===== src/rtl/serial_mult_pkg.sv =====
// Shared types and frame constants for the serial multiplier scheduler.
package serial_mult_pkg;

  localparam int unsigned DEF_DATA_W   = 32;
  localparam int unsigned DEF_LEN_W    = 8;
  localparam int unsigned DEF_PROD_LAT = 2;

  localparam int unsigned START_CYC = 1;
  localparam int unsigned LEN_CYC   = DEF_LEN_W;
  localparam int unsigned OPND_CYC  = DEF_DATA_W;

  typedef enum logic [2:0] {
    S_IDLE,
    S_START,
    S_LEN,
    S_MPLR,
    S_MCND,
    S_WAIT,
    S_RESP
  } state_t;

endpackage


===== src/rtl/serial_mult_sched_ser.sv =====
// Loadable LSB-first shift register with a per-segment bit counter.
module serial_mult_ser #(
  parameter int unsigned FRAME_W = 72,
  parameter int unsigned CNT_W   = 6
) (
  input  logic               clk,
  input  logic               rst,
  input  logic               load,
  input  logic [FRAME_W-1:0] load_data,
  input  logic               shift,
  input  logic [CNT_W-1:0]   seg_len,
  output logic               bit_out,
  output logic               seg_done
);

  logic [FRAME_W-1:0] sr_q;
  logic [CNT_W-1:0]   cnt_q;

  assign bit_out  = sr_q[0];
  assign seg_done = shift && (cnt_q == seg_len - 1'b1);

  // Counter clears on the last bit of each segment so it never wraps.
  always_ff @(posedge clk) begin
    if (rst) begin
      sr_q  <= '0;
      cnt_q <= '0;
    end else if (load) begin
      sr_q  <= load_data;
      cnt_q <= '0;
    end else if (shift) begin
      sr_q  <= sr_q >> 1;
      cnt_q <= seg_done ? '0 : cnt_q + 1'b1;
    end
  end

endmodule


===== src/rtl/serial_mult_sched.sv =====
// Round-robin scheduler sharing one bit-serial multiplier between two requesters.
module serial_mult_sched
  import serial_mult_pkg::*;
#(
  parameter int unsigned DATA_W   = DEF_DATA_W,
  parameter int unsigned LEN_W    = DEF_LEN_W,
  parameter int unsigned PROD_LAT = DEF_PROD_LAT
) (
  input  logic              clk,
  input  logic              rst,
  input  logic              req0_valid,
  output logic              req0_ready,
  input  logic [LEN_W-1:0]  req0_len,
  input  logic [DATA_W-1:0] req0_a,
  input  logic [DATA_W-1:0] req0_b,
  input  logic              req1_valid,
  output logic              req1_ready,
  input  logic [LEN_W-1:0]  req1_len,
  input  logic [DATA_W-1:0] req1_a,
  input  logic [DATA_W-1:0] req1_b,
  output logic              rsp_valid,
  input  logic              rsp_ready,
  output logic              rsp_id,
  output logic              rsp_err,
  output logic [DATA_W:0]   rsp_prod,
  output logic              mult_rst,
  output logic              mult_ctrl,
  output logic              mult_in,
  input  logic [DATA_W:0]   mult_prod
);

  localparam int unsigned CNT_W   = $clog2(DATA_W + 1);
  localparam int unsigned FRAME_W = 2 * DATA_W + LEN_W;

  state_t state_q, state_d;

  logic              ptr_q;
  logic              id_q;
  logic              err_q;
  logic              mrst_q;
  logic [DATA_W:0]   prod_q;
  logic [3:0]        wcnt_q;

  logic              gnt_id;
  logic              accept;
  logic              sel_err;
  logic [LEN_W-1:0]  sel_len;
  logic [DATA_W-1:0] sel_a;
  logic [DATA_W-1:0] sel_b;
  logic [DATA_W-1:0] mask;
  logic [CNT_W-1:0]  seg_len;
  logic              ser_shift;
  logic              ser_bit;
  logic              ser_done;
  logic              wait_last;

  always_comb begin
    gnt_id  = (req0_valid && req1_valid) ? ptr_q : req1_valid;
    accept  = (state_q == S_IDLE) && !rst && (req0_valid || req1_valid);
    sel_len = gnt_id ? req1_len : req0_len;
    sel_a   = gnt_id ? req1_a : req0_a;
    sel_b   = gnt_id ? req1_b : req0_b;
    mask    = ~({DATA_W{1'b1}} << sel_len);
    sel_err = (sel_len == '0) || (sel_len > LEN_W'(DATA_W));
  end

  assign req0_ready = accept && !gnt_id;
  assign req1_ready = accept && gnt_id;

  assign ser_shift = state_q inside {S_LEN, S_MPLR, S_MCND};
  assign seg_len   = (state_q == S_LEN) ? CNT_W'(LEN_W) : CNT_W'(DATA_W);
  assign wait_last = (wcnt_q == 4'(PROD_LAT - 1));

  serial_mult_ser #(
    .FRAME_W (FRAME_W),
    .CNT_W   (CNT_W)
  ) u_ser (
    .clk       (clk),
    .rst       (rst),
    .load      (accept),
    .load_data ({sel_b, sel_a & mask, sel_len}),
    .shift     (ser_shift),
    .seg_len   (seg_len),
    .bit_out   (ser_bit),
    .seg_done  (ser_done)
  );

  // A rejected job still spends one cycle in START with the frame pulse
  // suppressed, so its error response appears two cycles after accept.
  always_comb begin
    state_d   = state_q;
    mult_ctrl = 1'b0;
    mult_in   = 1'b0;
    rsp_valid = 1'b0;
    unique case (state_q)
      S_IDLE:  if (accept) state_d = S_START;
      S_START: begin
        mult_ctrl = !err_q;
        state_d   = err_q ? S_RESP : S_LEN;
      end
      S_LEN: begin
        mult_in = ser_bit;
        if (ser_done) state_d = S_MPLR;
      end
      S_MPLR: begin
        mult_in = ser_bit;
        if (ser_done) state_d = S_MCND;
      end
      S_MCND: begin
        mult_in = ser_bit;
        if (ser_done) state_d = S_WAIT;
      end
      S_WAIT:  if (wait_last) state_d = S_RESP;
      S_RESP: begin
        rsp_valid = 1'b1;
        if (rsp_ready) state_d = S_IDLE;
      end
      default: state_d = S_IDLE;
    endcase
    if (rst) begin
      mult_ctrl = 1'b0;
      mult_in   = 1'b0;
      rsp_valid = 1'b0;
    end
  end

  always_ff @(posedge clk) begin
    mrst_q <= rst;
    if (rst) begin
      state_q <= S_IDLE;
      ptr_q   <= 1'b0;
      id_q    <= 1'b0;
      err_q   <= 1'b0;
      prod_q  <= '0;
      wcnt_q  <= '0;
    end else begin
      state_q <= state_d;
      if (accept) begin
        ptr_q  <= !gnt_id;
        id_q   <= gnt_id;
        err_q  <= sel_err;
        prod_q <= '0;
      end
      if (state_q == S_WAIT) begin
        wcnt_q <= wait_last ? '0 : wcnt_q + 4'd1;
        if (wait_last) prod_q <= mult_prod;
      end
    end
  end

  assign mult_rst = rst | mrst_q;
  assign rsp_id   = id_q;
  assign rsp_err  = err_q;
  assign rsp_prod = prod_q;

endmodule


===== config.mk =====
export PLATFORM = sky130hd
export DESIGN_NAME = serial_mult_sched
export DESIGN_NICKNAME = d
export VERILOG_FILES = /design/src/rtl/serial_mult_pkg.sv /design/src/rtl/serial_mult_sched_ser.sv /design/src/rtl/serial_mult_sched.sv
export SDC_FILE = /design/constraint.sdc
export NUM_CORES = 1
export LEC_CHECK = 0
export ABC_AREA = 1
export CAP_MARGIN = 10
export CORE_MARGIN = 2
export CORE_UTILIZATION = 40
export CTS_BUF_LIST = sky130_fd_sc_hd__clkbuf_2
export DETAILED_ROUTE_END_ITERATION = 7
export HOLD_SLACK_MARGIN = 0.12
export PLACE_DENSITY = 0.73
export SLEW_MARGIN = 10
export SYNTH_ARGS = -nofsm -noshare
export SYNTH_HDL_FRONTEND = slang
export SYNTH_SLANG_ARGS = --single-unit

===== constraint.sdc =====
create_clock -name clk -period 2.1 [get_ports clk]
set_input_delay 0.21 -clock clk [delete_from_list [all_inputs] [get_ports clk]]
set_output_delay 0.21 -clock clk [all_outputs]
set_load 0.02 [all_outputs]

==> run_summary.xml, run 1 <==
<?xml version="1.0" encoding="UTF-8"?>
<metrics>
  <group name="outcome">
    <metric name="status" unit="">completed</metric>
  </group>
  <group name="logic_synthesis">
    <metric name="syn-instance-count" unit="">917</metric>
    <metric name="synth.avg_cell_area" unit="um2">6.70</metric>
    <metric name="post-synth-top-area-cell" unit="">sky130_fd_sc_hd__dfxtp_1</metric>
    <metric name="synth.lib_cells_used.distinct" unit="">33</metric>
    <metric name="synth_commonest_cells" unit="">sky130_fd_sc_hd__nand2_1 (266), sky130_fd_sc_hd__o21ai_0 (132), sky130_fd_sc_hd__dfxtp_1 (122), sky130_fd_sc_hd__inv_1 (110), sky130_fd_sc_hd__nand3_1 (45)</metric>
    <metric name="synth_enable_flop_cells" unit="">0</metric>
    <metric name="top_cell_type_s_share_of_synthesized_area" unit="">0.397</metric>
    <metric name="yosysSeqAreaShare" unit="">0.397</metric>
    <metric name="synth.top_cells.by_area" unit="">sky130_fd_sc_hd__dfxtp_1 (40%), sky130_fd_sc_hd__nand2_1 (16%), sky130_fd_sc_hd__o21ai_0 (11%)</metric>
    <metric name="synth_ff_type" unit="">sky130_fd_sc_hd__dfxtp_1</metric>
    <metric name="synthesized_area" unit="mm2">0.00614</metric>
    <metric name="synth_seq_cells" unit="">122</metric>
    <metric name="synth.most_common_cell" unit="">sky130_fd_sc_hd__nand2_1</metric>
    <metric name="share_of_synthesized_registers_carrying_an_async_set_or_reset" unit="">0</metric>
    <metric name="synth_warnings" unit="">0</metric>
    <metric name="post_syn_nets" unit="">1100</metric>
  </group>
  <group name="floorplan">
    <metric name="core-area" unit="mm2">0.0151</metric>
    <metric name="die_w" unit="um">128</metric>
    <metric name="total_die_area" unit="mm2">0.0164</metric>
    <metric name="io_pins" unit="">223</metric>
    <metric name="floorplan.initialDensity" unit="">0.407</metric>
    <metric name="die_height" unit="um">128</metric>
    <metric name="placement_rows" unit="">45</metric>
  </group>
  <group name="global_route">
    <metric name="grt_pass1_vias" unit="">7503</metric>
    <metric name="grt_overflow_total" unit="">0</metric>
    <metric name="antenna_violations_before_repair" unit="">0</metric>
    <metric name="grt_start_max_net_pins" unit="">64</metric>
    <metric name="grt_pass1_wl" unit="um">36500</metric>
    <metric name="grt_util_all_layers" unit="">0.279</metric>
  </group>
  <group name="setup_path">
    <metric name="path_buf_inv" unit="">2</metric>
    <metric name="cpMostUsedCell" unit="">sky130_fd_sc_hd__nor2_4</metric>
    <metric name="crit_arrival" unit="ns">1.83</metric>
    <metric name="critical_path.max_stage_delay" unit="ns">0.39</metric>
    <metric name="cp_top_family" unit="">simple AND/OR/NAND/NOR gates</metric>
    <metric name="worst_setup_path_start_kind" unit="">flip-flop</metric>
    <metric name="timing.setup.critical_path_class" unit="">reg -&gt; out</metric>
    <metric name="reg2reg_to" unit="">u_ser.sr_q[56]</metric>
    <metric name="critical_path.endpoint" unit="">req1_ready</metric>
    <metric name="required_arrival_time_at_the_worst_endpoint" unit="ns">1.89</metric>
    <metric name="critical_path.startpoint" unit="">state_q[1]</metric>
    <metric name="worstSetupEndpointType" unit="">primary output</metric>
    <metric name="reg2reg_setup_slack" unit="ns">0.17</metric>
    <metric name="timing.reg2reg.worst_path_depth" unit="">11</metric>
    <metric name="slowest_stage" unit="">sky130_fd_sc_hd__dfxtp_4</metric>
    <metric name="r2r_start" unit="">state_q[1]</metric>
    <metric name="critical_path_cell_count" unit="">7</metric>
    <metric name="crit_chain" unit="">nor2_4, nand2_4, nor2_4, nand2_4, nor2_4, buf_12, buf_8</metric>
    <metric name="critPathMaxFanout" unit="">4</metric>
  </group>
  <group name="clock_tree">
    <metric name="cts_root_buf" unit="">sky130_fd_sc_hd__clkbuf_2</metric>
    <metric name="clock_tree_from_tritoncts" unit="">done</metric>
    <metric name="cts.reportedPaths.clkPinSlew" unit="ns">0.19</metric>
    <metric name="cts.path.max_buffers" unit="">2</metric>
    <metric name="cts.sink_count" unit="">122</metric>
    <metric name="cts-buffers-inserted" unit="">17</metric>
    <metric name="htree_levels" unit="">4</metric>
    <metric name="worstSkewPairLatency" unit="ns">0.70</metric>
  </group>
  <group name="routing">
    <metric name="vias_per_cell" unit="">5.25</metric>
    <metric name="ant_nets" unit="">0</metric>
    <metric name="detail_route.iter0.violations" unit="">618</metric>
    <metric name="route.vias.total" unit="">7802</metric>
    <metric name="drt-pass1-iter-count" unit="">5</metric>
    <metric name="drt_wl_total" unit="um">23200</metric>
    <metric name="drt_drc_violations_left" unit="">0</metric>
    <metric name="routedWlPerCell" unit="um">15.6</metric>
  </group>
  <group name="pwr">
    <metric name="p_seq_frac" unit="">0.381</metric>
    <metric name="internal_power" unit="W">0.00527</metric>
    <metric name="clock_network_fraction_of_total_power" unit="">0.162</metric>
    <metric name="power_density" unit="mW/mm2">827</metric>
    <metric name="power.static_leakage" unit="nW">4.35</metric>
    <metric name="power_switching" unit="W">0.00336</metric>
    <metric name="total_power" unit="W">0.00862</metric>
    <metric name="comb_power_share" unit="">0.458</metric>
    <metric name="vdd.ir_drop.worst" unit="V">0.000639</metric>
    <metric name="netSwitchingFraction" unit="">0.389</metric>
  </group>
  <group name="sta">
    <metric name="rsz0062_at_grt" unit="">yes</metric>
    <metric name="worst_clock_skew" unit="ns">0.0454</metric>
    <metric name="final-max-slew-violation-count" unit="">0</metric>
    <metric name="fin_ws" unit="ns">0.0603</metric>
    <metric name="min_period_over_period" unit="">0.971</metric>
    <metric name="finalSetupViolations" unit="">0</metric>
    <metric name="maxClockFrequency" unit="MHz">490</metric>
    <metric name="worst_slew_margin_rel" unit="">0.626</metric>
    <metric name="timing_hold_violations_final" unit="">0</metric>
    <metric name="worst_slew_pin_slew" unit="ns">0.562</metric>
    <metric name="final_critical_path_time_including_i_o_delays_and_setup" unit="ns">2.04</metric>
  </group>
  <group name="layout">
    <metric name="drive_above_1_share" unit="">0.107</metric>
    <metric name="synth_to_final_area_change" unit="%">69.6</metric>
    <metric name="layout.nets" unit="">1471</metric>
    <metric name="postLayoutCellArea" unit="mm2">0.0104</metric>
    <metric name="insertedDiodeCount" unit="">0</metric>
  </group>
  <group name="placed_design">
    <metric name="dp.final_hpwl" unit="um">13700</metric>
    <metric name="placed_cell_area" unit="mm2">0.00877</metric>
    <metric name="port-buffer-count" unit="">222</metric>
    <metric name="pre_cts_slack" unit="ns">-0.0561</metric>
    <metric name="routabilityCongestion" unit="">0.961</metric>
  </group>
  <group name="job">
    <metric name="drv_cap" unit="">0</metric>
  </group>
  <group name="min_path">
    <metric name="timing.hold.worst.class" unit="">in -&gt; reg</metric>
    <metric name="worstHoldPathCells" unit="">5</metric>
  </group>
</metrics>
through the flow:
step	instances	hold WS, ns	TNS [ns]	utilization
after global routing	1486	0.148	-0.0849	0.691
after detailed placement	1321	0.454	-0.300	0.581
after CTS	1478	0.124	-0.129	0.685
after global placement	1321	0.448	0	0.581
final	1486	0.187	0	0.691
after floorplan	917	0.238	0	-
state kept, by name, indices dropped and copies added (netlist names):
signal       flops
rsp_err          1
u_ser.sr_q      72
mrst_q           1
rsp_prod        33
state_q          3
rsp_id           1
u_ser.cnt_q      6
wcnt_q           4
ptr_q            1
area by class of cell:
type	instances	area, um2
timing repair buffer	407	4080
clock inverter	10	105
sequential	122	2450
clock buffer	19	95.1
multi-input combinational	624	3020
inverter	116	438
tap	188	235
fill	1188	4670
kinds of logic (layout without fill, tap and decap cells):
logic type,after synthesis,count (layout),synth area share
compound gates,263,263,0.235
buf+inv,171,552,0.118
xor+xnor,2,2,0.00285
flops,122,122,0.397
fa+ha+maj,1,1,0.00204
simple gates,358,358,0.244
placed cells by master (no fill, tap or decap), drive strengths merged, types with 2 or more instances in the layout:
cell type      netlist  final
nand3               46     46
clkbuf              26     20
o211ai               5      5
o22ai               36     36
nand4                5      5
o21ai              142    142
nor4                 2      2
a31oi               34     34
a22oi                4      4
bufinv               0      2
buf                 29     74
nor2                24     24
bufbuf               0      4
clkdlybuf4s50        0    216
nand2              271    271
nor3                 6      6
clkinv               0      8
nand3b               2      2
dfxtp              122    122
inv                116    115
xor2                 2      2
dlygate4sd3          0    111
a21oi               42     42
how the worst min path moves through the flow:
stage	from	to	slack, ns
6_report	req1_a[6]	u_ser.sr_q[14]	0.19
5_1_grt	req1_b[31]	u_ser.sr_q[71]	0.15
3_3_place_gp	u_ser.sr_q[71]	u_ser.sr_q[71]	0.45
4_1_cts	req0_a[2]	u_ser.sr_q[10]	0.12
2_1_floorplan	rst	mrst_q	0.24
3_5_place_dp	rsp_prod[7]	rsp_prod[7]	0.45
layer usage:
| layer | share of wire | global-route usage |
|---|---|---|
| met4 | 0.033 | 0.127 |
| met5 | 0 | 0 |
| met3 | 0.080 | 0.0730 |
| met1 | 0.42 | 0.334 |
| met2 | 0.47 | 0.471 |
power groups by stage:
stage          Sequential [W]  Clock (W)  Combinational (W)
5_1_grt               0.00335    0.00152            0.00433
6_report              0.00328    0.00139            0.00395
3_3_place_gp          0.00328          0            0.00326
3_5_place_dp          0.00329          0            0.00329
4_1_cts               0.00325    0.00142            0.00375
2_1_floorplan         0.00322          0            0.00212
worst register-to-register path, stage by stage, from the launching register on:
cell and delay [ns]:
sky130_fd_sc_hd__dfxtp_4 0.39, sky130_fd_sc_hd__nor2_4 0.11, sky130_fd_sc_hd__nand2_4 0.08, sky130_fd_sc_hd__nor2_4 0.13, sky130_fd_sc_hd__nand2_4 0.09, sky130_fd_sc_hd__nor2_4 0.12, sky130_fd_sc_hd__buf_4 0.12, sky130_fd_sc_hd__buf_4 0.12
sky130_fd_sc_hd__buf_4 0.13, sky130_fd_sc_hd__bufbuf_16 0.30, sky130_fd_sc_hd__nand2_1 0.10, sky130_fd_sc_hd__a31oi_1 0.20
timing repair:
action                     CTS  global route
gates resized for setup     23            12
gates cloned                 4             0
pin swaps                    5             5
hold endpoints to repair    73             0
buffers inserted            13             8
hold buffers               111             0
setup endpoints to repair    5             7
No activity file was read; power rests on OpenSTA's default activity.
==> run 2: changes to the inputs <==
PLACE_DENSITY = 0.77   (was 0.73)
==> run 2 against run 1 <==
Via count down 2.2%; critical endpoint is now req0_ready; core utilization down 0.79 points; die area unchanged; highest routed layer unchanged; sequential share of layout area up 0.26 points; power up 0.68%.
==> run_summary.xml, run 2 (synthesized netlist as in run 1, its figures left out) <==
<?xml version="1.0" encoding="UTF-8"?>
<metrics>
  <group name="sta">
    <metric name="finalSetupViolations" unit="">0</metric>
    <metric name="worst_slew_pin_slew" unit="ns">0.648</metric>
    <metric name="min_period_over_period" unit="">0.984</metric>
    <metric name="final_critical_path_time_including_i_o_delays_and_setup" unit="ns">2.07</metric>
    <metric name="fin_ws" unit="ns">0.0336</metric>
    <metric name="timing_hold_violations_final" unit="">0</metric>
    <metric name="worst_slew_margin_rel" unit="">0.568</metric>
    <metric name="rsz0062_at_grt" unit="">yes</metric>
    <metric name="maxClockFrequency" unit="MHz">484</metric>
    <metric name="worst_clock_skew" unit="ns">0.0217</metric>
    <metric name="final-max-slew-violation-count" unit="">0</metric>
  </group>
  <group name="pwr">
    <metric name="total_power" unit="W">0.00868</metric>
    <metric name="vdd.ir_drop.worst" unit="V">0.000581</metric>
    <metric name="power_density" unit="mW/mm2">843</metric>
    <metric name="power.static_leakage" unit="nW">4.28</metric>
  </group>
  <group name="layout">
    <metric name="insertedDiodeCount" unit="">0</metric>
    <metric name="drive_above_1_share" unit="">0.102</metric>
    <metric name="largest_register" unit="">u_ser.sr_q</metric>
    <metric name="most-common-layout-cells" unit="">sky130_fd_sc_hd__nand2_1 (266), sky130_fd_sc_hd__clkdlybuf4s50_1 (215), sky130_fd_sc_hd__o21ai_0 (130)</metric>
    <metric name="final_cells" unit="">1476</metric>
    <metric name="number_of_flip_flops_in_the_largest_register" unit="">72</metric>
    <metric name="synth_to_final_area_change" unit="%">67.7</metric>
    <metric name="layout_commonest_cell" unit="">sky130_fd_sc_hd__nand2_1</metric>
    <metric name="layout.nets" unit="">1458</metric>
  </group>
  <group name="setup_path">
    <metric name="r2r_start" unit="">state_q[2]</metric>
    <metric name="critical_path.startpoint" unit="">state_q[1]</metric>
    <metric name="timing.setup.critical_path_class" unit="">reg -&gt; out</metric>
    <metric name="worst_setup_path_start_kind" unit="">flip-flop</metric>
    <metric name="critPathMaxFanout" unit="">3</metric>
    <metric name="crit_arrival" unit="ns">1.86</metric>
    <metric name="worstSetupEndpointType" unit="">primary output</metric>
    <metric name="required_arrival_time_at_the_worst_endpoint" unit="ns">1.89</metric>
  </group>
  <group name="routing">
    <metric name="drt_wl_total" unit="um">23200</metric>
    <metric name="detail_route.iter0.violations" unit="">625</metric>
    <metric name="route.vias.total" unit="">7629</metric>
    <metric name="routedWlPerCell" unit="um">15.7</metric>
    <metric name="drt_drc_violations_left" unit="">0</metric>
    <metric name="vias_per_cell" unit="">5.17</metric>
    <metric name="ant_nets" unit="">0</metric>
    <metric name="drt-pass1-iter-count" unit="">5</metric>
  </group>
  <group name="clock_tree">
    <metric name="worstSkewPairLatency" unit="ns">0.71</metric>
    <metric name="cts.reportedPaths.clkPinSlew" unit="ns">0.18</metric>
    <metric name="cts-buffers-inserted" unit="">17</metric>
    <metric name="clock_tree_from_tritoncts" unit="">done</metric>
    <metric name="cts.path.max_buffers" unit="">2</metric>
    <metric name="cts.sink_count" unit="">122</metric>
    <metric name="htree_levels" unit="">4</metric>
    <metric name="cts_root_buf" unit="">sky130_fd_sc_hd__clkbuf_2</metric>
  </group>
  <group name="min_path">
    <metric name="min_delay_src" unit="">req1_a[25]</metric>
    <metric name="timing.hold.worst.class" unit="">in -&gt; reg</metric>
  </group>
  <group name="placed_design">
    <metric name="routabilityCongestion" unit="">0.965</metric>
    <metric name="dp.final_hpwl" unit="um">14100</metric>
    <metric name="pre_cts_slack" unit="ns">-0.0958</metric>
    <metric name="port-buffer-count" unit="">222</metric>
    <metric name="placed_cells" unit="">1317</metric>
  </group>
  <group name="floorplan">
    <metric name="die_height" unit="um">128</metric>
    <metric name="total_die_area" unit="mm2">0.0164</metric>
    <metric name="floorplan.initialDensity" unit="">0.407</metric>
    <metric name="io_pins" unit="">223</metric>
    <metric name="die_w" unit="um">128</metric>
    <metric name="core-area" unit="mm2">0.0151</metric>
    <metric name="placement_rows" unit="">45</metric>
  </group>
  <group name="global_route">
    <metric name="grt_pass1_wl" unit="um">35700</metric>
    <metric name="grt_util_all_layers" unit="">0.276</metric>
    <metric name="grt_overflow_total" unit="">0</metric>
    <metric name="grt_pass1_vias" unit="">7355</metric>
    <metric name="antenna_violations_before_repair" unit="">0</metric>
    <metric name="grt_start_max_net_pins" unit="">72</metric>
  </group>
  <group name="outcome">
    <metric name="status" unit="">completed</metric>
  </group>
  <group name="job">
    <metric name="drv_cap" unit="">0</metric>
  </group>
</metrics>
run 2: worst paths after layout:
path	end	slack, ns	cells after the start
max reg2reg	u_ser.sr_q[59]	0.09	10
min reg2reg	rsp_prod[12]	0.48	2
max	req0_ready	0.03	7
min	u_ser.sr_q[33]	0.16	5
run 2: metal layers:
layer / GRT usage / vias up / part of all wire / routed length, um
li1: - / 3743 / - / -
met1: 0.325 / 3446 / 0.41 / 9500
met2: 0.479 / 381 / 0.48 / 11100
met3: 0.0701 / 59 / 0.076 / 1770
met4: 0.116 / 0 / 0.035 / 806
met5: 0 / - / 0 / 0
run 2: final cells by class:
class | instances | area (um2)
multi-input combinational | 624 | 3040
timing repair buffer | 394 | 3920
clock buffer | 18 | 90.1
inverter | 116 | 438
fill | 1198 | 4780
sequential | 122 | 2450
clock inverter | 14 | 130
tap | 188 | 235
run 2: metrics by stage:
stage / area [um2] / setup TNS (ns) / hold WS, ns / utilization
after floorplan: 6140 / 0 / 0.238 / -
after global placement: 8740 / -0.142 / 0.450 / 0.579
after detailed placement: 8740 / -0.908 / 0.455 / 0.579
after CTS: 10200 / -0.0587 / 0.120 / 0.673
after global routing: 10300 / -0.195 / 0.140 / 0.683
final: 10300 / 0 / 0.160 / 0.683
run 2: critical path, cell delays in order, from the launching register on:
cell                      delay, ns
sky130_fd_sc_hd__dfxtp_4       0.39
sky130_fd_sc_hd__nor2_4        0.13
sky130_fd_sc_hd__nand2_4       0.07
sky130_fd_sc_hd__nor2_4        0.13
sky130_fd_sc_hd__nand2_4       0.08
sky130_fd_sc_hd__nor2_4        0.12
sky130_fd_sc_hd__buf_12        0.13
sky130_fd_sc_hd__buf_8         0.10
run 2: where the power goes:
part	switching [W]	internal [W]	total, W
Sequential	0.000326	0.00296	0.00329
Combinational	0.00220	0.00174	0.00394
Clock	0.000929	0.000531	0.00146
run 2: repair_timing:
action,in CTS,in global routing
setup buffers,7,13
endpoints found under the setup margin,5,7
gates cloned,2,0
hold buffers,105,0
pin swaps,3,8
resized for setup,29,18
hold endpoints to repair,69,0
